===== config.mk =====
export PLATFORM = sky130hd
export DESIGN_NAME = pipeline_stall_ctrl
export DESIGN_NICKNAME = d
export VERILOG_FILES = /design/src/rtl/pipe_ctrl_pkg.sv /design/src/rtl/hazard_detect.sv /design/src/rtl/pipeline_stall_ctrl.sv
export SDC_FILE = /design/constraint.sdc
export NUM_CORES = 1
export LEC_CHECK = 0
export CAP_MARGIN = 20
export CORE_ASPECT_RATIO = 1.2
export CORE_MARGIN = 4
export CORE_UTILIZATION = 48
export CTS_CLUSTER_SIZE = 40
export DETAILED_ROUTE_END_ITERATION = 16
export GPL_TIMING_DRIVEN = 0
export PLACE_DENSITY = 0.85
export SYNTH_ARGS = -nofsm -noshare
export SYNTH_HDL_FRONTEND = slang
export SYNTH_SLANG_ARGS = --single-unit

===== constraint.sdc =====
create_clock -name clk -period 5.5 [get_ports clk]
set_clock_uncertainty 0.1 [all_clocks]
set_input_delay 0.55 -clock clk [delete_from_list [all_inputs] [get_ports clk]]
set_output_delay 0.55 -clock clk [all_outputs]
set_load 0.05 [all_outputs]

===== src/rtl/pipe_ctrl_pkg.sv =====
// Shared types for the pipeline stall/flush controller.
// State encoding, stage-enable and strobe bundles.
package pipe_ctrl_pkg;

  typedef enum logic [1:0] {
    ST_RUN   = 2'd0,
    ST_IMISS = 2'd1,
    ST_DMISS = 2'd2
  } state_e;

  localparam logic [4:0] REG_ZERO = 5'd0;

  typedef struct packed {
    logic pc;
    logic if_id;
    logic id_ex;
    logic ex_mem;
    logic mem_wb;
  } stage_en_t;

  typedef struct packed {
    logic if_id_flush;
    logic id_ex_bubble;
    logic ex_mem_flush;
  } strobe_t;

endpackage


===== src/rtl/hazard_detect.sv =====
// Load-use comparator: a load in EX whose rt feeds the
// instruction currently in ID.
module hazard_detect
  import pipe_ctrl_pkg::*;
(
  input  logic       ex_mem_read_i,
  input  logic [4:0] ex_rt_i,
  input  logic [4:0] id_rs_i,
  input  logic [4:0] id_rt_i,
  input  logic       id_uses_rt_i,
  output logic       load_use_o
);

  logic rs_hit;
  logic rt_hit;

  always_comb begin
    rs_hit     = (ex_rt_i == id_rs_i);
    rt_hit     = id_uses_rt_i & (ex_rt_i == id_rt_i);
    load_use_o = ex_mem_read_i
               & (ex_rt_i != REG_ZERO)
               & (rs_hit | rt_hit);
  end

endmodule


===== src/rtl/pipeline_stall_ctrl.sv =====
// Central stall/flush controller for the five-stage pipeline.
// Combinational enables, miss-tracking FSM, stall statistics.
module pipeline_stall_ctrl
  import pipe_ctrl_pkg::*;
#(
  parameter int MISS_TIMEOUT = 64,
  parameter int CNT_W        = 16
) (
  input  logic             clk,
  input  logic             rst_n,
  input  logic             icache_hit,
  input  logic             dcache_req,
  input  logic             dcache_hit,
  input  logic [4:0]       id_rs,
  input  logic [4:0]       id_rt,
  input  logic             id_uses_rt,
  input  logic             ex_mem_read,
  input  logic [4:0]       ex_rt,
  input  logic             branch_taken,
  output logic             pc_en,
  output logic             if_id_en,
  output logic             id_ex_en,
  output logic             ex_mem_en,
  output logic             mem_wb_en,
  output logic             if_id_flush,
  output logic             id_ex_bubble,
  output logic             ex_mem_flush,
  output logic [CNT_W-1:0] stall_cycles,
  output logic             miss_timeout,
  output logic [1:0]       state
);

  localparam int MC_W = $clog2(MISS_TIMEOUT) + 1;
  localparam logic [MC_W-1:0] MC_MAX = '1;
  localparam logic [MC_W-1:0] MC_LIM = MC_W'(MISS_TIMEOUT);
  localparam logic [CNT_W-1:0] SC_MAX = '1;

  state_e           state_q, state_d;
  logic [MC_W-1:0]  miss_cnt_q, miss_cnt_d;
  logic [CNT_W-1:0] stall_q, stall_d;
  logic             timeout_q, timeout_d;
  logic             load_use;
  logic             d_miss;
  stage_en_t        en;
  strobe_t          stb;

  hazard_detect u_hazard (
    .ex_mem_read_i (ex_mem_read),
    .ex_rt_i       (ex_rt),
    .id_rs_i       (id_rs),
    .id_rt_i       (id_rt),
    .id_uses_rt_i  (id_uses_rt),
    .load_use_o    (load_use)
  );

  // Once waiting on the D-cache, only the hit releases the freeze.
  always_comb begin
    if (state_q == ST_DMISS) d_miss = ~dcache_hit;
    else                     d_miss = dcache_req & ~dcache_hit;
  end

  always_comb begin
    en      = '1;
    stb     = '0;
    state_d = ST_RUN;
    priority case (1'b1)
      d_miss: begin
        en      = '0;
        state_d = ST_DMISS;
      end
      branch_taken: begin
        stb = '1;
      end
      !icache_hit: begin
        en.pc            = 1'b0;
        en.if_id         = 1'b0;
        stb.id_ex_bubble = 1'b1;
        state_d          = ST_IMISS;
      end
      load_use: begin
        en.pc            = 1'b0;
        en.if_id         = 1'b0;
        stb.id_ex_bubble = 1'b1;
      end
      default: ;
    endcase
    if (!rst_n) begin
      en  = '0;
      stb = '0;
    end
  end

  always_comb begin
    miss_cnt_d = '0;
    if (state_d != ST_RUN) begin
      if (miss_cnt_q == MC_MAX) miss_cnt_d = miss_cnt_q;
      else                      miss_cnt_d = miss_cnt_q + 1'b1;
    end
    timeout_d = timeout_q | (miss_cnt_d >= MC_LIM);
    stall_d   = stall_q;
    if (!en.pc && stall_q != SC_MAX) stall_d = stall_q + 1'b1;
  end

  always_ff @(posedge clk or negedge rst_n) begin
    if (!rst_n) begin
      state_q    <= ST_RUN;
      miss_cnt_q <= '0;
      stall_q    <= '0;
      timeout_q  <= 1'b0;
    end else begin
      state_q    <= state_d;
      miss_cnt_q <= miss_cnt_d;
      stall_q    <= stall_d;
      timeout_q  <= timeout_d;
    end
  end

  assign pc_en        = en.pc;
  assign if_id_en     = en.if_id;
  assign id_ex_en     = en.id_ex;
  assign ex_mem_en    = en.ex_mem;
  assign mem_wb_en    = en.mem_wb;
  assign if_id_flush  = stb.if_id_flush;
  assign id_ex_bubble = stb.id_ex_bubble;
  assign ex_mem_flush = stb.ex_mem_flush;
  assign stall_cycles = stall_q;
  assign miss_timeout = timeout_q;
  assign state        = state_q;

endmodule

* After elaboration in Yosys (flattened, before gate mapping)
Cells that the tools add are included.
** Cells by class
- $mul :: 0
- Order comparisons :: 1
- Mux-type cells :: 19
- Reductions and logical operators :: 4
- Bitwise logic cells :: 7
- Equal/unequal tests :: 5
- Shift-type cells :: 0
- Div/mod/pow operators :: 0
- $add $sub $neg :: 2
** Operators by type and width (number)
- 16-bit by 1-bit adder with 16-bit output (second input constant) :: 1
- 16-bit != test (second input constant) :: 1
- 7-bit 2-to-1 mux :: 2
- 5-bit equality test :: 2
- 2-bit 2-to-1 mux :: 5
- 1-bit 2-to-1 mux :: 9
- 7-bit by 1-bit adder with 7-bit output (second input constant) :: 1
- 7-bit equality test (second input constant) :: 1
- 7-bit >= comparator (second input constant) :: 1
- 3-bit 2-to-1 mux :: 2
- 5-bit 2-to-1 mux :: 1
- 5-bit nonzero test :: 1
- 1-bit bitwise AND :: 4
- 2-bit equality test (second input constant) :: 1
- 1-bit OR :: 2
- 2-bit nonzero test :: 1
- 1-bit logical AND :: 1
- 1-bit logical NOT :: 1
- 1-bit NOT :: 1
** Storage, ports and cells
- Register bits :: 26
- Word-level logic and storage cells :: 42
- Latch bits :: 0
- Input bits :: 23
- Bits in read-only memories :: 0
- Output and inout port bits :: 27
- RAM bits :: 0
- Memories kept :: 0

* Longest topological paths before layout
Gate-level depths: netlist of the first run.
- Depth after elaboration :: 11
- Gate-level depth with buffers :: 7
- Mapped depth without buffers :: 7

* Hierarchy
A second synthesis of the first run with hierarchy kept.
** Second synthesis, totals
- Cell total of the unflattened synthesis :: 138
- Area total of the unflattened synthesis :: 1413.9 sq um
** By module, submodules not included
- pipeline_stall_ctrl :: times used 1, seq. area each 650.6 sq um, cells each 121, area an instance 1281.2 sq um
- hazard_detect :: times used 1, seq. area each 0.0 sq um, cells each 17, area an instance 132.6 sq um

* Worst setup path before layout of the first run
Ideal clock, no wire load.
- Kind :: input port to output port
- From :: in ex_rt[1]
- To :: out pc_en
- Setup slack :: 2.491 ns
- Data required time :: 4.850 ns
- Arrival :: 2.359 ns
- Path buffers :: 2
- Stages on the path :: 7
- Cells stage by stage :: or4_1 -> o21ai_1 -> nor2_1 -> a211o_4 -> buf_6 -> inv_1 -> buf_4
** Between the ends
- Longest elaborated chain between the ends :: 9
- Elaborated cells between the ends (all ways) :: 12
- Those cells by class :: 2 x eq/ne; 5 x mux; 4 x bitwise; 1 x reduce/logical
** Ends and longest elaborated chain
- start, declared :: RTL line pipeline_stall_ctrl.sv:18 : input logic [4:0] ex_rt,
- 5-bit equality test :: RTL line hazard_detect.sv:19 : rt_hit = id_uses_rt_i & (ex_rt_i == id_rt_i);
- 1-bit bitwise AND :: RTL line hazard_detect.sv:19
- 1-bit OR :: RTL line hazard_detect.sv:22 : & (rs_hit | rt_hit);
- 1-bit bitwise AND * :: RTL line hazard_detect.sv:22
- 2-bit 2-to-1 mux * (4 in series) :: RTL line pipeline_stall_ctrl.sv:66 : priority case (1'b1)
- 5-bit 2-to-1 mux * :: RTL line pipeline_stall_ctrl.sv:87 : if (!rst_n) begin
- end, declared :: RTL line pipeline_stall_ctrl.sv:20 : output logic pc_en,
Every way passes the cells marked *; elsewhere a longest branch is shown, timed or not.

* Worst setup path after layout of the first run
Ends and elaborated chain as after synthesis.

==> flow_metrics.tcl, run 1 <==
set metrics [dict create \
    numClockSinks 26 \
    io_pins 50 \
    syn_area_per_cell_um2 9.82 \
    ir_drop_v 0.000388 \
    track_usage 0.197 \
    yosysWarnings 0 \
    startpoint_type "input pin" \
    h-tree-depth 1 \
    holdCritPathClass "flip-flop to flip-flop" \
    dieArea_mm2 0.00383 \
    status "finished clean" \
    reg2reg_from "stall_cycles[0]$_DFFE_PN0P_" \
    synthesis.instances 142 \
    via_count 1226 \
    whs_endpoint "miss_timeout$_DFF_PN0_" \
    drt-total-wl_um 3340 \
    io_buffers 49 \
    fillers 220 \
    tritoncts "built" \
    period_share 0.719 \
    hold_start "miss_timeout$_DFF_PN0_" \
    viasPerCell 5.33 \
    timing.final.crit_period_ns 3.96 \
    crit_path_top_delay_cell "clkdlybuf4s50_1" \
    cts_buffers 3 \
    setup_viol 0 \
    hpwl_um 2590 \
    hold_viol_final 0 \
    grt_pass1_wl_um 5850 \
    layoutNonFillerInstCount 230 \
    dp_cells 226 \
    placed_cell_area_mm2 0.00194 \
    die_width_um 57.2 \
    maxCapViolations 0 \
    async_flop_share 1.00 \
    grt_max_degree 16 \
    crit_required_ns 4.85 \
    yosysSeqAreaShare 0.467 \
    post-cts-setup-buffer-count 0 \
    path_cells "clkdlybuf4s50_1 > or4_1 > o21ai_1 > nor2_1 > a211o_4 > buf_6 > inv_1 > buf_4 > clkdlybuf4s50_1" \
    avgRoutedWirePerCell_um 14.5 \
    drc 0 \
    critPathMaxFanout 10 \
    leakage_nw 0.844 \
    critPathTopFamily "buffers and inverters" \
    post_cts_resized 0 \
    root_buffer "clkbuf_4" \
    max_freq_mhz 253 \
    syn_nets 167 \
    path_buf_inv 5 \
    final_common_cell "clkdlybuf4s50_1" \
    rows 21 \
    cts_buffer_depth 2 \
    syn_area_mm2 0.00139 \
    reg2reg_slack_ns 3.50 \
    critPathMaxStageDelay_ns 0.78 \
    crit_path_end_kind "output port" \
    gp_congestion 0.952 \
    coreArea_mm2 0.00279 \
    synth_edf_count 0 \
    ys.flop_type "dfrtp_1" \
    r2r-end "stall_cycles[9]$_DFFE_PN0P_" \
    layout_common_cells "49 x clkdlybuf4s50_1, 26 x xnor2_1, 26 x dfrtp_1" \
    reg2reg_depth 7 \
    fin_setup_tns_ns 0 \
    relSlewSlack 0.559 \
    clk_pin_slew_ns 0.15 \
    p_per_area_mw_per_mm2 344 \
    grt_pass1_vias 1297 \
    drive_gt1_frac 0.0714 \
    worstPathArrival_ns 3.31 \
    areaGrowthSynthToFinish_pct 43.1 \
    final_max_slew_viol_count 0 \
    insertion_delay_ns 0.32 \
    final_area_mm2 0.00199 \
    hold_depth 1 \
    synth-seq-cells 26 \
    drt_iter0_markers 32 \
    hold_buffers 0 \
    rsz0062_at_grt "no" \
    yosysUniqueCellTypes 24 \
    path_common_cell "clkdlybuf4s50_1" \
    antenna_found_initial 0 \
    diodes 0 \
    criticalPathCategory "input pin to output port" \
    die-height_um 67.0 \
    worst_pin_slew_ns 0.660 \
    initial_utilization 0.500 \
    drtPass1Iterations 4 \
    grt-ovfl-total 0 \
    nets 222 \
    antenna_left 0 \
]
## registers in the layout, indices dropped and copies added, names as in the netlist
name and count:
stall_cycles 16, miss_cnt_q 7, state 2, miss_timeout 1
## final cells by class
class                   count  area, um^2  area share
well taps                  34        42.5      0.0213
clock inverters             1        30.0      0.0151
inverters                   5        18.8     0.00941
multi-input cells         105         679       0.341
flip-flops and latches     26         651       0.326
plain buffers               6        45.0      0.0226
clock buffers               3        22.5      0.0113
repair buffers             50         505       0.253
## per-layer routing
| layer | share of wire | track usage | vias up |
|---|---|---|---|
| met4 | 0.023 | 0.0928 | 0 |
| met5 | 0 | 0 | - |
| li1 | - | - | 590 |
| met2 | 0.47 | 0.340 | 51 |
| met1 | 0.44 | 0.234 | 577 |
| met3 | 0.061 | 0.0407 | 8 |
## kinds of logic after synthesis
group           synth area share
simple gates               0.232
compound gates            0.0449
flops                      0.467
xor+xnor                   0.176
fa+ha+maj                 0.0180
mux                       0.0162
buf+inv                   0.0458
## stage by stage
step           power, mW  setup WS, ns  utilization  hold slack [ns]
3_5_place_dp       0.559          1.54        0.697            0.362
3_3_place_gp       0.551          1.24        0.692            0.351
6_report           0.687          1.54        0.716            0.390
5_1_grt            0.723          1.40        0.716            0.425
4_1_cts            0.692          1.53        0.716            0.396
2_1_floorplan      0.450          2.49            -            0.154
## cell usage after synthesis (2+ instances only)
library cell | n | area, um^2
and3_1 | 9 | 56.3
dfrtp_1 | 26 | 651
nand4_1 | 9 | 56.3
nor2_1 | 14 | 52.6
a31oi_1 | 2 | 12.5
inv_1 | 5 | 18.8
nand2b_1 | 3 | 18.8
a21oi_1 | 3 | 15.0
nor3_1 | 2 | 10.0
o22ai_1 | 2 | 12.5
xnor2_1 | 26 | 228
mux2_2 | 2 | 22.5
nand3_1 | 15 | 75.1
xor2_1 | 2 | 17.5
buf_4 | 4 | 30.0
ha_1 | 2 | 25.0
nand2_1 | 9 | 33.8
## worst reg2reg max path, stage by stage (launching register included)
cell	delay [ns]
dfrtp_1	0.45
ha_1	0.22
nand2_1	0.08
nor2_1	0.30
nand3b_1	0.22
clkbuf_1	0.27
nand3_1	0.16
xnor2_1	0.13
## report_power, final
part           switching, mW  total (mW)  internal, mW  leakage [nW]
Sequential            0.0427       0.266         0.223         0.341
Clock                 0.0559       0.130        0.0737        0.0279
Combinational          0.175       0.292         0.117         0.474
## worst max-delay path by stage
stage | slack, ns | to | from | cells past startpoint
finish | 1.54 | pc_en | ex_rt[1] | 9
CTS | 1.53 | pc_en | ex_rt[1] | 9
global placement | 1.24 | pc_en | rst_n | 7
detailed placement | 1.54 | pc_en | ex_rt[1] | 9
floorplan | 2.49 | pc_en | ex_rt[1] | 7
global route | 1.40 | pc_en | ex_rt[1] | 9
(Power assumes the default switching activity.)
==> inputs of run 2 (changes only) <==
--- a/config.mk
+++ b/config.mk
@@ -8,11 +8,11 @@
 export CAP_MARGIN = 20
 export CORE_ASPECT_RATIO = 1.2
 export CORE_MARGIN = 4
-export CORE_UTILIZATION = 48
+export CORE_UTILIZATION = 44
 export CTS_CLUSTER_SIZE = 40
 export DETAILED_ROUTE_END_ITERATION = 16
 export GPL_TIMING_DRIVEN = 0
-export PLACE_DENSITY = 0.85
+export PLACE_DENSITY = 0.79
 export SYNTH_ARGS = -nofsm -noshare
 export SYNTH_HDL_FRONTEND = slang
 export SYNTH_SLANG_ARGS = --single-unit
==> constraint.sdc (replaced) <==
create_clock -name clk -period 4 [get_ports clk]
set_clock_uncertainty 0.1 [all_clocks]
set_input_delay 0.4 -clock clk [delete_from_list [all_inputs] [get_ports clk]]
set_output_delay 0.4 -clock clk [all_outputs]
set_load 0.05 [all_outputs]
==> flow_metrics.tcl, run 2 (synthesis gave the netlist of run 1 again) <==
set metrics [dict create \
    status "finished clean" \
    path_common_cell "clkdlybuf4s50_1" \
    relSlewSlack 0.660 \
    grt_pass1_wl_um 5570 \
    grt_pass1_vias 1326 \
    criticalPathCategory "input pin to output port" \
    critPathMaxFanout 10 \
    rows 22 \
    die_width_um 59.4 \
    hpwl_um 2540 \
    largest_register_ff_count 16 \
    p_comb_frac 0.451 \
    post-cts-setup-buffer-count 0 \
    worstPathArrival_ns 3.18 \
    layout_common_cells "49 x clkdlybuf4s50_1, 26 x xnor2_1, 26 x dfrtp_1" \
    crit_path_top_delay_cell "clkdlybuf4s50_1" \
    finalWorstSetupSlack_ns 0.322 \
    final_core_util 0.652 \
    drt-total-wl_um 3200 \
    drt_iter0_markers 23 \
    crit_required_ns 3.50 \
    io_buffers 49 \
    nets 222 \
    root_buffer "clkbuf_4" \
    areaGrowthSynthToFinish_pct 43.0 \
    maxCapViolations 0 \
    p_per_area_mw_per_mm2 447 \
    crit_path_end_kind "output port" \
    antenna_left 0 \
    tritoncts "built" \
    p_int_mw 0.524 \
    die-height_um 69.7 \
    clk_pin_slew_ns 0.13 \
    leakage_nw 0.842 \
    fillers 238 \
    numClockSinks 26 \
    critPathMaxStageDelay_ns 0.79 \
    cts_buffer_depth 2 \
    gp_congestion 0.834 \
    coreArea_mm2 0.00306 \
    final_max_slew_viol_count 0 \
    post_cts_resized 0 \
    ir_drop_v 0.000408 \
    final_common_cell "clkdlybuf4s50_1" \
    use_met3 0.0298 \
    diodes 0 \
    fin_setup_tns_ns 0 \
    hold_buffers 0 \
    cts_buffers 3 \
    track_usage 0.165 \
    avgRoutedWirePerCell_um 13.8 \
    period_share 0.920 \
    pwr-share-seq 0.406 \
    p_switching_mw 0.368 \
    hold_viol_final 0 \
    grt_max_degree 20 \
    grt-ovfl-total 0 \
    p_total_mw 0.892 \
    path_buf_inv 5 \
    dieArea_mm2 0.00414 \
    setup_viol 0 \
    startpoint_type "input pin" \
    io_pins 50 \
    multi_input_area_um2 679 \
    grt_util_met1 0.193 \
    ff_latch_area_um2 651 \
    path_cells "clkdlybuf4s50_1 > or4_1 > o21ai_1 > nor2_1 > a211o_4 > buf_6 > inv_1 > buf_4 > clkdlybuf4s50_1" \
    initial_utilization 0.456 \
    swShare 0.412 \
    via_count 1213 \
    drive_gt1_frac 0.0714 \
    pre_cts_slack_ns 0.324 \
    drc 0 \
    use_met2 0.296 \
    p_clk_frac 0.144 \
    worst_pin_slew_ns 0.509 \
    timing.final.crit_period_ns 3.68 \
    hold_slack_ns 0.306 \
    max_freq_mhz 272 \
    rsz0062_at_grt "no" \
    drtPass1Iterations 4 \
    viasPerCell 5.23 \
    critPathTopFamily "buffers and inverters" \
    insertion_delay_ns 0.31 \
    h-tree-depth 1 \
    holdCritPathClass "input pin to asynchronous set/reset pin" \
    busiest_layer "met2" \
    antenna_found_initial 0 \
]
[run 2: cell count changes in the layout (fill, tap and decap cells not counted)]
cell / before / now
clkbuf_8: 0 / 1
buf_16: 0 / 1
buf_8: 1 / 0
bufinv_16: 1 / 0
[run 2: layout make-up]
| class | instances | share of cell area |
|---|---|---|
| clock buffers | 4 | 0.0182 |
| flip-flops and latches | 26 | 0.326 |
| well taps | 36 | 0.0226 |
| repair buffers | 50 | 0.260 |
| plain buffers | 6 | 0.0226 |
| inverters | 5 | 0.00942 |
| multi-input cells | 105 | 0.341 |
[run 2: layer usage]
layer / vias up / part of all wire
met5: - / 0
met4: 0 / 0.0059
met3: 2 / 0.069
met2: 40 / 0.52
met1: 579 / 0.41
li1: 592 / -
[run 2: stage by stage]
step,std cells,instance area (um^2)
after floorplan,142,1390
after global placement,227,1930
after detailed placement,228,1960
after CTS,232,1990
after global routing,232,1990
final,232,1990
[run 2: worst reg2reg max path, cell delays in order, from the launching register on]
cell      delay [ns]
dfrtp_1         0.45
ha_1            0.22
nand2_1         0.08
nor2_1          0.30
nand3b_1        0.22
clkbuf_1        0.28
nand3_1         0.17
xnor2_1         0.13
[run 2: power groups by stage]
| stage | Clock, mW | Sequential, mW | Combinational, mW |
|---|---|---|---|
| global route | 0.142 | 0.371 | 0.424 |
| global placement | 0 | 0.362 | 0.395 |
| CTS | 0.133 | 0.362 | 0.406 |
| floorplan | 0 | 0.494 | 0.124 |
| detailed placement | 0 | 0.366 | 0.405 |
| finish | 0.128 | 0.362 | 0.402 |
[run 2: worst paths after layout]
kind / start / endpoint / slack (ns) / cells past startpoint
max: ex_rt[1] / pc_en / 0.32 / 9
min: rst_n / stall_cycles[4]$_DFFE_PN0P_ / 0.31 / 1
max reg2reg: stall_cycles[0]$_DFFE_PN0P_ / stall_cycles[11]$_DFFE_PN0P_ / 1.99 / 7
min reg2reg: miss_timeout$_DFF_PN0_ / miss_timeout$_DFF_PN0_ / 0.39 / 1
max in group asynchronous: rst_n / miss_cnt_q[0]$_DFF_PN0_ / 3.04 / 2
min in group clk: miss_timeout$_DFF_PN0_ / miss_timeout$_DFF_PN0_ / 0.39 / 1
==> inputs of run 3 (changes only) <==
--- a/config.mk
+++ b/config.mk
@@ -12,6 +12,7 @@
 export CTS_CLUSTER_SIZE = 40
 export DETAILED_ROUTE_END_ITERATION = 16
 export GPL_TIMING_DRIVEN = 0
+export MAX_ROUTING_LAYER = met4
 export PLACE_DENSITY = 0.79
 export SYNTH_ARGS = -nofsm -noshare
 export SYNTH_HDL_FRONTEND = slang
==> flow_metrics.tcl, run 3 (synthesis gave the netlist of run 1 again) <==
set metrics [dict create \
    status "finished clean" \
    antenna_left 0 \
    crit_required_ns 3.50 \
    largest_register_ff_count 16 \
    initial_utilization 0.456 \
    via_count 1213 \
    avgRoutedWirePerCell_um 13.8 \
    gp_congestion 0.846 \
    startpoint_type "input pin" \
    coreArea_mm2 0.00306 \
    pwr-share-seq 0.406 \
    ir_drop_v 0.000408 \
    p_comb_frac 0.451 \
    holdCritPathClass "input pin to asynchronous set/reset pin" \
    drt_iter0_markers 23 \
    areaGrowthSynthToFinish_pct 43.0 \
    insertion_delay_ns 0.31 \
    diodes 0 \
    p_total_mw 0.892 \
    cts_buffer_depth 2 \
    grt-ovfl-total 0 \
    viasPerCell 5.23 \
    final_max_slew_viol_count 0 \
    fin_setup_tns_ns 0 \
    leakage_nw 0.842 \
    drc 0 \
    grt_max_degree 20 \
    tritoncts "built" \
    maxCapViolations 0 \
    root_buffer "clkbuf_4" \
    antenna_found_initial 0 \
    post-cts-setup-buffer-count 0 \
    io_buffers 49 \
    drt-total-wl_um 3200 \
    grt_pass1_wl_um 5570 \
    final_area_mm2 0.00199 \
    max_freq_mhz 272 \
    critPathMaxFanout 10 \
    cts_buffers 3 \
    period_share 0.920 \
    criticalPathCategory "input pin to output port" \
    die_width_um 59.4 \
    dieArea_mm2 0.00414 \
    drive_gt1_frac 0.0714 \
    p_switching_mw 0.368 \
    fillers 238 \
    crit_path_end_kind "output port" \
    grt_pass1_vias 1326 \
    rows 22 \
    swShare 0.412 \
    worstPathArrival_ns 3.18 \
    hold_buffers 0 \
    placed_cell_area_mm2 0.00196 \
    hold_viol_final 0 \
    setup_viol 0 \
    final_common_cell "clkdlybuf4s50_1" \
    track_usage 0.169 \
    h-tree-depth 1 \
    numClockSinks 26 \
    die-height_um 69.7 \
    relSlewSlack 0.660 \
    p_per_area_mw_per_mm2 447 \
    p_clk_frac 0.144 \
    worst_pin_slew_ns 0.509 \
    timing.final.crit_period_ns 3.68 \
    multi_input_area_um2 679 \
    clk_pin_slew_ns 0.13 \
    ff_latch_area_um2 651 \
    hpwl_um 2540 \
    p_int_mw 0.524 \
    post_cts_resized 0 \
    nets 222 \
    rsz0062_at_grt "no" \
    layout_common_cells "49 x clkdlybuf4s50_1, 26 x xnor2_1, 26 x dfrtp_1" \
    drtPass1Iterations 4 \
    io_pins 50 \
]
run 3: worst paths after layout:
| check | startpoint | to | slack [ns] | depth (start not counted) |
|---|---|---|---|---|
| min reg2reg | miss_timeout$_DFF_PN0_ | miss_timeout$_DFF_PN0_ | 0.39 | 1 |
| max in group asynchronous | rst_n | miss_cnt_q[0]$_DFF_PN0_ | 3.04 | 2 |
| min | rst_n | stall_cycles[4]$_DFFE_PN0P_ | 0.31 | 1 |
| min in group clk | miss_timeout$_DFF_PN0_ | miss_timeout$_DFF_PN0_ | 0.39 | 1 |
| max | ex_rt[1] | pc_en | 0.32 | 9 |
| max reg2reg | stall_cycles[0]$_DFFE_PN0P_ | stall_cycles[11]$_DFFE_PN0P_ | 1.99 | 7 |
run 3: through the flow:
stage | setup WS (ns) | utilization | hold WS (ns) | instances
final | 0.322 | 0.652 | 0.306 | 232
after floorplan | 1.29 | - | 0.00441 | 142
after global placement | 0.0409 | 0.631 | 0.355 | 227
after detailed placement | 0.324 | 0.640 | 0.357 | 228
after global routing | 0.169 | 0.652 | 0.332 | 232
after CTS | 0.305 | 0.652 | 0.320 | 232
run 3: routing by layer:
layer  vias up  track usage  routed length, um
met1       579        0.194               1320
met2        40        0.296               1650
met4         0       0.0428                 19
met5         -            -                  0
li1        592            -                  -
met3         2       0.0279                213
run 3: critical path, stage by stage:
cell,delay (ns)
clkdlybuf4s50_1,0.48
or4_1,0.56
o21ai_1,0.17
nor2_1,0.07
a211o_4,0.38
buf_6,0.16
inv_1,0.07
buf_4,0.10
clkdlybuf4s50_1,0.79
run 3: power by group through the flow:
stage | Sequential, mW | Combinational (mW) | Clock, mW
after floorplan | 0.494 | 0.124 | 0
after global placement | 0.362 | 0.395 | 0
after detailed placement | 0.366 | 0.405 | 0
after CTS | 0.362 | 0.406 | 0.133
after global routing | 0.371 | 0.424 | 0.142
final | 0.362 | 0.402 | 0.128
run 3: cell type report:
cell class	instances	share of cell area
plain buffers	6	0.0226
clock buffers	4	0.0182
inverters	5	0.00942
multi-input cells	105	0.341
flip-flops and latches	26	0.326
well taps	36	0.0226
repair buffers	50	0.260
